**config.mk**
```make
export PLATFORM = sky130hd
export DESIGN_NAME = fifo_wr_arbiter
export DESIGN_NICKNAME = d
export VERILOG_FILES = /design/src/rtl/fifo_package.sv /design/src/rtl/rr_arbiter.sv /design/src/rtl/fifo_wr_arbiter.sv
export SDC_FILE = /design/constraint.sdc
export NUM_CORES = 1
export LEC_CHECK = 0
export BUFFER_PORTS_ARGS = -buffer_cell sky130_fd_sc_hd__buf_2
export CAP_MARGIN = 10
export CORE_MARGIN = 4
export CORE_UTILIZATION = 49
export CTS_CLUSTER_SIZE = 14
export DETAILED_ROUTE_END_ITERATION = 8
export PLACE_DENSITY = 0.77
export SYNTH_ARGS = -nofsm -noshare
export SYNTH_HDL_FRONTEND = slang
export SYNTH_SLANG_ARGS = --single-unit
```
**constraint.sdc**
```tcl
create_clock -name clk -period 3.1 [get_ports clk]
set_input_delay 0.465 -clock clk [delete_from_list [all_inputs] [get_ports clk]]
set_output_delay 0.465 -clock clk [all_outputs]
set_load 0.02 [all_outputs]
```
**src/rtl/fifo_package.sv**
```systemverilog
// ---------------------------------------------------------------------------
// fifo_package
//   Shared definitions for the parity FIFO and its write-side arbiter.
//   - WIDTH / DATA_WIDTH : payload width and stored word width (payload+parity)
//   - PARITY_BIT         : default parity position, "MSB" or "LSB"
//   - PARITY_TYPE        : default parity sense, "EVEN" or "ODD"
//   - fifo_word_t        : one stored FIFO word
//   - calc_parity()      : parity bit for a payload
//   - pack_word()        : payload plus parity placed at the chosen end
// ---------------------------------------------------------------------------
package fifo_package;

    localparam int    WIDTH       = 32;
    localparam int    DATA_WIDTH  = WIDTH + 1;
    localparam string PARITY_BIT  = "MSB";
    localparam string PARITY_TYPE = "EVEN";

    typedef logic [DATA_WIDTH-1:0] fifo_word_t;

    // EVEN: the parity bit makes the total count of ones even.
    // ODD : the parity bit makes the total count of ones odd.
    function automatic logic calc_parity(input logic [WIDTH-1:0] d,
                                         input logic             odd);
        return odd ? ~^d : ^d;
    endfunction

    function automatic fifo_word_t pack_word(input logic [WIDTH-1:0] d,
                                             input logic             lsb,
                                             input logic             odd);
        logic p;
        p = calc_parity(d, odd);
        return lsb ? {d, p} : {p, d};
    endfunction

endpackage

```
**src/rtl/rr_arbiter.sv**
```systemverilog
// ---------------------------------------------------------------------------
// rr_arbiter
//   Round-robin grant selection over N_REQ requesters. The pointer holds the
//   index of the last winner; the search starts one past it and wraps.
//   Ports:
//     clk, rst_n   clock, asynchronous active-low reset
//     req          per-requester request vector
//     advance      move the pointer to the current grant (accepted handshake)
//     gnt_onehot   one-hot grant, all zero when nobody requests
//     gnt_idx      index of the granted requester
// ---------------------------------------------------------------------------
module rr_arbiter #(
    parameter int N_REQ = 4
) (
    input  logic                       clk,
    input  logic                       rst_n,
    input  logic [N_REQ-1:0]           req,
    input  logic                       advance,
    output logic [N_REQ-1:0]           gnt_onehot,
    output logic [$clog2(N_REQ)-1:0]   gnt_idx
);

    localparam int IW = $clog2(N_REQ);

    logic [IW-1:0] ptr;
    logic          found;
    int            cand;

    always_comb begin
        gnt_idx = '0;
        found   = 1'b0;
        cand    = 0;
        // Offsets 1..N_REQ visit every requester once, last winner last.
        for (int i = 1; i <= N_REQ; i++) begin
            cand = (int'(ptr) + i) % N_REQ;
            if (!found && req[IW'(cand)]) begin
                found   = 1'b1;
                gnt_idx = IW'(cand);
            end
        end
        gnt_onehot = found ? (N_REQ'(1) << gnt_idx) : '0;
    end

    // Reset value N_REQ-1 gives requester 0 first priority.
    always_ff @(posedge clk or negedge rst_n) begin
        if (!rst_n) begin
            ptr <= IW'(N_REQ - 1);
        end else if (advance) begin
            ptr <= gnt_idx;
        end
    end

endmodule

```
**src/rtl/fifo_wr_arbiter.sv**
```systemverilog
// ---------------------------------------------------------------------------
// fifo_wr_arbiter
//   Shares the parity FIFO write port between N_REQ valid/ready producers.
//   The winning payload is packed with its parity bit into a one-entry output
//   register, which is written into the FIFO as soon as it is not full. A new
//   word may load in the same cycle the held one drains, so a stream runs at
//   one word per cycle.
//   Ports:
//     clk, rst_n      clock, asynchronous active-low reset
//     req_valid_i     per-requester valid
//     req_data_i      payloads, requester k at [k*WIDTH +: WIDTH]
//     req_ready_o     one-hot accept, handshake = valid & ready
//     fifo_full_i     FIFO full flag
//     fifo_wr_en_o    FIFO write strobe
//     fifo_wr_data_o  payload plus parity bit
//     fifo_src_o      requester index of fifo_wr_data_o
// ---------------------------------------------------------------------------
module fifo_wr_arbiter #(
    parameter int    N_REQ       = 4,
    parameter int    WIDTH       = fifo_package::WIDTH,
    parameter string PARITY_BIT  = fifo_package::PARITY_BIT,
    parameter string PARITY_TYPE = fifo_package::PARITY_TYPE
) (
    input  logic                       clk,
    input  logic                       rst_n,
    input  logic [N_REQ-1:0]           req_valid_i,
    input  logic [N_REQ*WIDTH-1:0]     req_data_i,
    output logic [N_REQ-1:0]           req_ready_o,
    input  logic                       fifo_full_i,
    output logic                       fifo_wr_en_o,
    output logic [WIDTH:0]             fifo_wr_data_o,
    output logic [$clog2(N_REQ)-1:0]   fifo_src_o
);

    import fifo_package::*;

    localparam int   IW     = $clog2(N_REQ);
    localparam logic IS_LSB = (PARITY_BIT == "LSB");
    localparam logic IS_ODD = (PARITY_TYPE == "ODD");

    logic             out_valid_q;
    logic             drain;
    logic             load;
    logic [N_REQ-1:0] gnt_onehot;
    logic [IW-1:0]    gnt_idx;
    logic [WIDTH-1:0] sel_data;
    logic [WIDTH:0]   packed_word;

    rr_arbiter #(
        .N_REQ (N_REQ)
    ) u_rr_arbiter (
        .clk        (clk),
        .rst_n      (rst_n),
        .req        (req_valid_i),
        .advance    (load),
        .gnt_onehot (gnt_onehot),
        .gnt_idx    (gnt_idx)
    );

    assign drain        = out_valid_q & ~fifo_full_i;
    assign fifo_wr_en_o = drain;

    // rst_n gates the accept so nothing is granted while reset is held.
    assign load        = rst_n & (|req_valid_i) & (~out_valid_q | drain);
    assign req_ready_o = load ? gnt_onehot : '0;

    assign sel_data = req_data_i[int'(gnt_idx)*WIDTH +: WIDTH];

    // The shared packing helper is sized for the package width; other widths
    // pack locally with the same rule.
    generate
        if (WIDTH == fifo_package::WIDTH) begin : g_pkg_pack
            always_comb packed_word = pack_word(sel_data, IS_LSB, IS_ODD);
        end else begin : g_local_pack
            logic par;
            always_comb begin
                par         = IS_ODD ? ~^sel_data : ^sel_data;
                packed_word = IS_LSB ? {sel_data, par} : {par, sel_data};
            end
        end
    endgenerate

    // Output register: loads on handshake, holds under full, empties on drain.
    always_ff @(posedge clk or negedge rst_n) begin
        if (!rst_n) begin
            out_valid_q    <= 1'b0;
            fifo_wr_data_o <= '0;
            fifo_src_o     <= '0;
        end else if (load) begin
            out_valid_q    <= 1'b1;
            fifo_wr_data_o <= packed_word;
            fifo_src_o     <= gnt_idx;
        end else if (drain) begin
            out_valid_q    <= 1'b0;
        end
    end

endmodule

```
==> metrics.txt <==
CTS max path bufs=2; CP Class=flop to flop; Synth Area per Inst=between 7 and 8 sq um; Hold Path Class=input port to asynchronous set/reset pin; Congestion Overflow GR=0; post-synthesis register bit count=38; CP Cell Sequence=buf_4, buf_4, nor4bb_1, a311oi_1, a2111oi_0, buf_4, buf_4, a211o_1, a211o_1, a211oi_1, buf_4, a211oi_2, a211o_1, a31oi_1; Setup crit start kind=flop; IO Count=175; worst path arrival time=3670 ps; routed vias/inst=7.07; CTS tree=built; Final period util=1.13; final std cells w/o fill=between 1000 and 1500; placed cell areas=about 7700 sq um; post-synth top area cell=dfrtp_1; endpoints failing setup=1; RePlAce Congestion=between 0.9 and 1; Syn-to-layout area delta=38.9%; post-synthesis cell area=5810 sq um; Final Max Slew Viols=0; htree depth=2; CTS buffer count=5; Initial Util=0.505; DR vias=between 7000 and 8000; hold buffers post-CTS=0; area of the multi-input gates=between 4000 and 5000 sq um; Post-Synthesis Cells=730; Synth top cells by count=o21ai_0, a211o_1, nor3b_1; DRC Markers=0; Seq/Total Area, Yosys=0.164; DP Cell Count=1091; Warnings, synthesis=0; failing checks=setup timing; ys flop type=dfrtp_1; die width=117 microns; worst-path fanout max=14; top-count cell post-synth=o21ai_0; final instance area=8080 sq um; DRT iter0 DRCs=between 1000 and 1500; clk sinks=38; hpwl dp=between 15 and 20 mm; Fin. Hold Viols=0; CP bufs+invs=5; synth top area cells=dfrtp_1, a211o_1, nor4bb_1, a311oi_1, nor3b_1; largest net degree at the start of global routing=51; crit path capture type=flop; first-pass GRT wire length=about 37 mm; drt pass-1 iters=8; Slew @ Worst Pin=around 600 ps; Die ar.=13700 sq um; Critical Path Most Common Cell=buf_4; layout cells sized above 1=0.385; worst stage delay on the critical path=around 640 ps; ant diodes=0; Core Box Area=between 10000 and 15000 sq um; Yosys cell types=38; Tot GR Track Use=0.332; setup TNS=-390 ps; final critical-path required period=between 3000 and 4000 ps; CTS root buf=clkbuf_16; vias in the first global route=just over 7000; EDFF count, synth=0; crit-path leading delay family=compound AO/OA/AOI/OAI gates; Reg area=between 900 and 1000 sq um; final core utilization=0.702; Crit-path slowest cell=dfstp_2; port buffer count=between 150 and 200; status=finished, violations left; initial antenna violation count=0; wirelength, routed=~24 mm; Synth top area share=0.155; power per cell area=596 nW/um^2; Final ANT Viol Nets=0; VDD IR max=slightly above 700 uV; DIE HEIGHT=117 microns; Hold Worst Slack=268 ps; Req. time, crit path=around 3300 ps; Static Leak=around 3.5 nW; Rows=39; Max Fclk=between 200 and 300 MHz; fin nets=1103; Synthesized Nets=865; fraction of registers with async set/reset=1.00; Final Skew=roughly 6.5 ps; Max transition margin=0.592; fillers=952; Worst-path clk slew=60 ps; RSZ-0062 raised after global routing=yes; final worst slack=-390 ps; DR WL/cell=21.4 microns; Max-Cap Viols=0; Clock Latency Late Sink=roughly 280 ps
-- routing by layer --
metal	vias up	wire, microns	global-route usage
li1	3534	-	-
met1	3747	10200	0.486
met2	534	10700	0.520
met3	50	2560	0.0468
met4	0	438	0.0765
met5	-	0	0
-- cells in the final DEF (no fill, tap or decap), types with 2 or more instances in the layout --
| cell | n |
|---|---|
| a2111o_1 | 16 |
| a2111oi_0 | 4 |
| a2111oi_1 | 4 |
| a2111oi_2 | 7 |
| a211o_1 | 79 |
| a211oi_1 | 10 |
| a211oi_2 | 7 |
| a21o_1 | 3 |
| a21oi_1 | 3 |
| a311oi_1 | 62 |
| a32o_1 | 16 |
| a32oi_1 | 16 |
| and2_1 | 14 |
| buf_12 | 11 |
| buf_2 | 172 |
| buf_4 | 152 |
| buf_6 | 4 |
| clkbuf_16 | 5 |
| dfrtp_1 | 36 |
| dfstp_2 | 2 |
| nand2_1 | 57 |
| nand2b_1 | 3 |
| nor2_1 | 7 |
| nor2b_1 | 3 |
| nor3_1 | 3 |
| nor3b_1 | 64 |
| nor4bb_1 | 63 |
| o211a_1 | 15 |
| o211ai_1 | 16 |
| o21a_2 | 2 |
| o21ai_0 | 90 |
| o21ai_1 | 4 |
| o21ai_2 | 2 |
-- sequential cells by signal, indices dropped and copies added, names as in the netlist --
| name | count |
|---|---|
| fifo_wr_data_o | 33 |
| out_valid_q | 1 |
| u_rr_arbiter.ptr | 2 |
| fifo_src_o | 2 |
-- layout make-up --
type                       instances  area share
multi-input combinational        583       0.557
sequential                        38       0.118
tap                              143      0.0221
timing repair buffer             340       0.282
clock buffer                       6      0.0160
clock inverter                     2     0.00465
-- what timing repair did --
item | CTS | global route
buffers inserted | 11 | 0
resized for setup | 17 | 10
setup endpoints to repair | 1 | 1
pin swaps | 3 | 4
cloned | 2 | 0
-- worst paths after layout --
check | cells past startpoint | slack [ps] | to | startpoint
worst min-delay path | 2 | 270 | fifo_wr_data_o[14] | rst_n
max in group asynchronous | 2 | 2490 | u_rr_arbiter.ptr[1] | rst_n
worst max-delay path | 14 | -390 | fifo_wr_data_o[32] | u_rr_arbiter.ptr[1]
min in group clk | 3 | 450 | out_valid_q | fifo_full_i
worst max register to register | 14 | -390 | fifo_wr_data_o[32] | u_rr_arbiter.ptr[1]
worst min register to register | 2 | 480 | fifo_wr_data_o[28] | fifo_wr_data_o[28]
-- metrics by stage --
stage          power (mW)  worst slack [ps]
6_report             4.82              -390
5_1_grt              5.09              -475
4_1_cts              4.71              -319
3_5_place_dp         3.98              -495
3_3_place_gp         3.89              -451
2_1_floorplan        2.67             0.141
-- kinds of logic after synthesis --
family | Yosys count | share of synthesized area
buf+inv | 111 | 0.0850
flops | 38 | 0.164
compound gates | 363 | 0.489
simple gates | 218 | 0.262
-- where the power goes --
part	leakage [nW]	internal, mW	switching, mW
Sequential	0.469	0.666	0.112
Clock	0.0771	0.379	0.191
Combinational	2.98	1.57	1.90
Note: power is estimated with default switching activity, not from simulation.
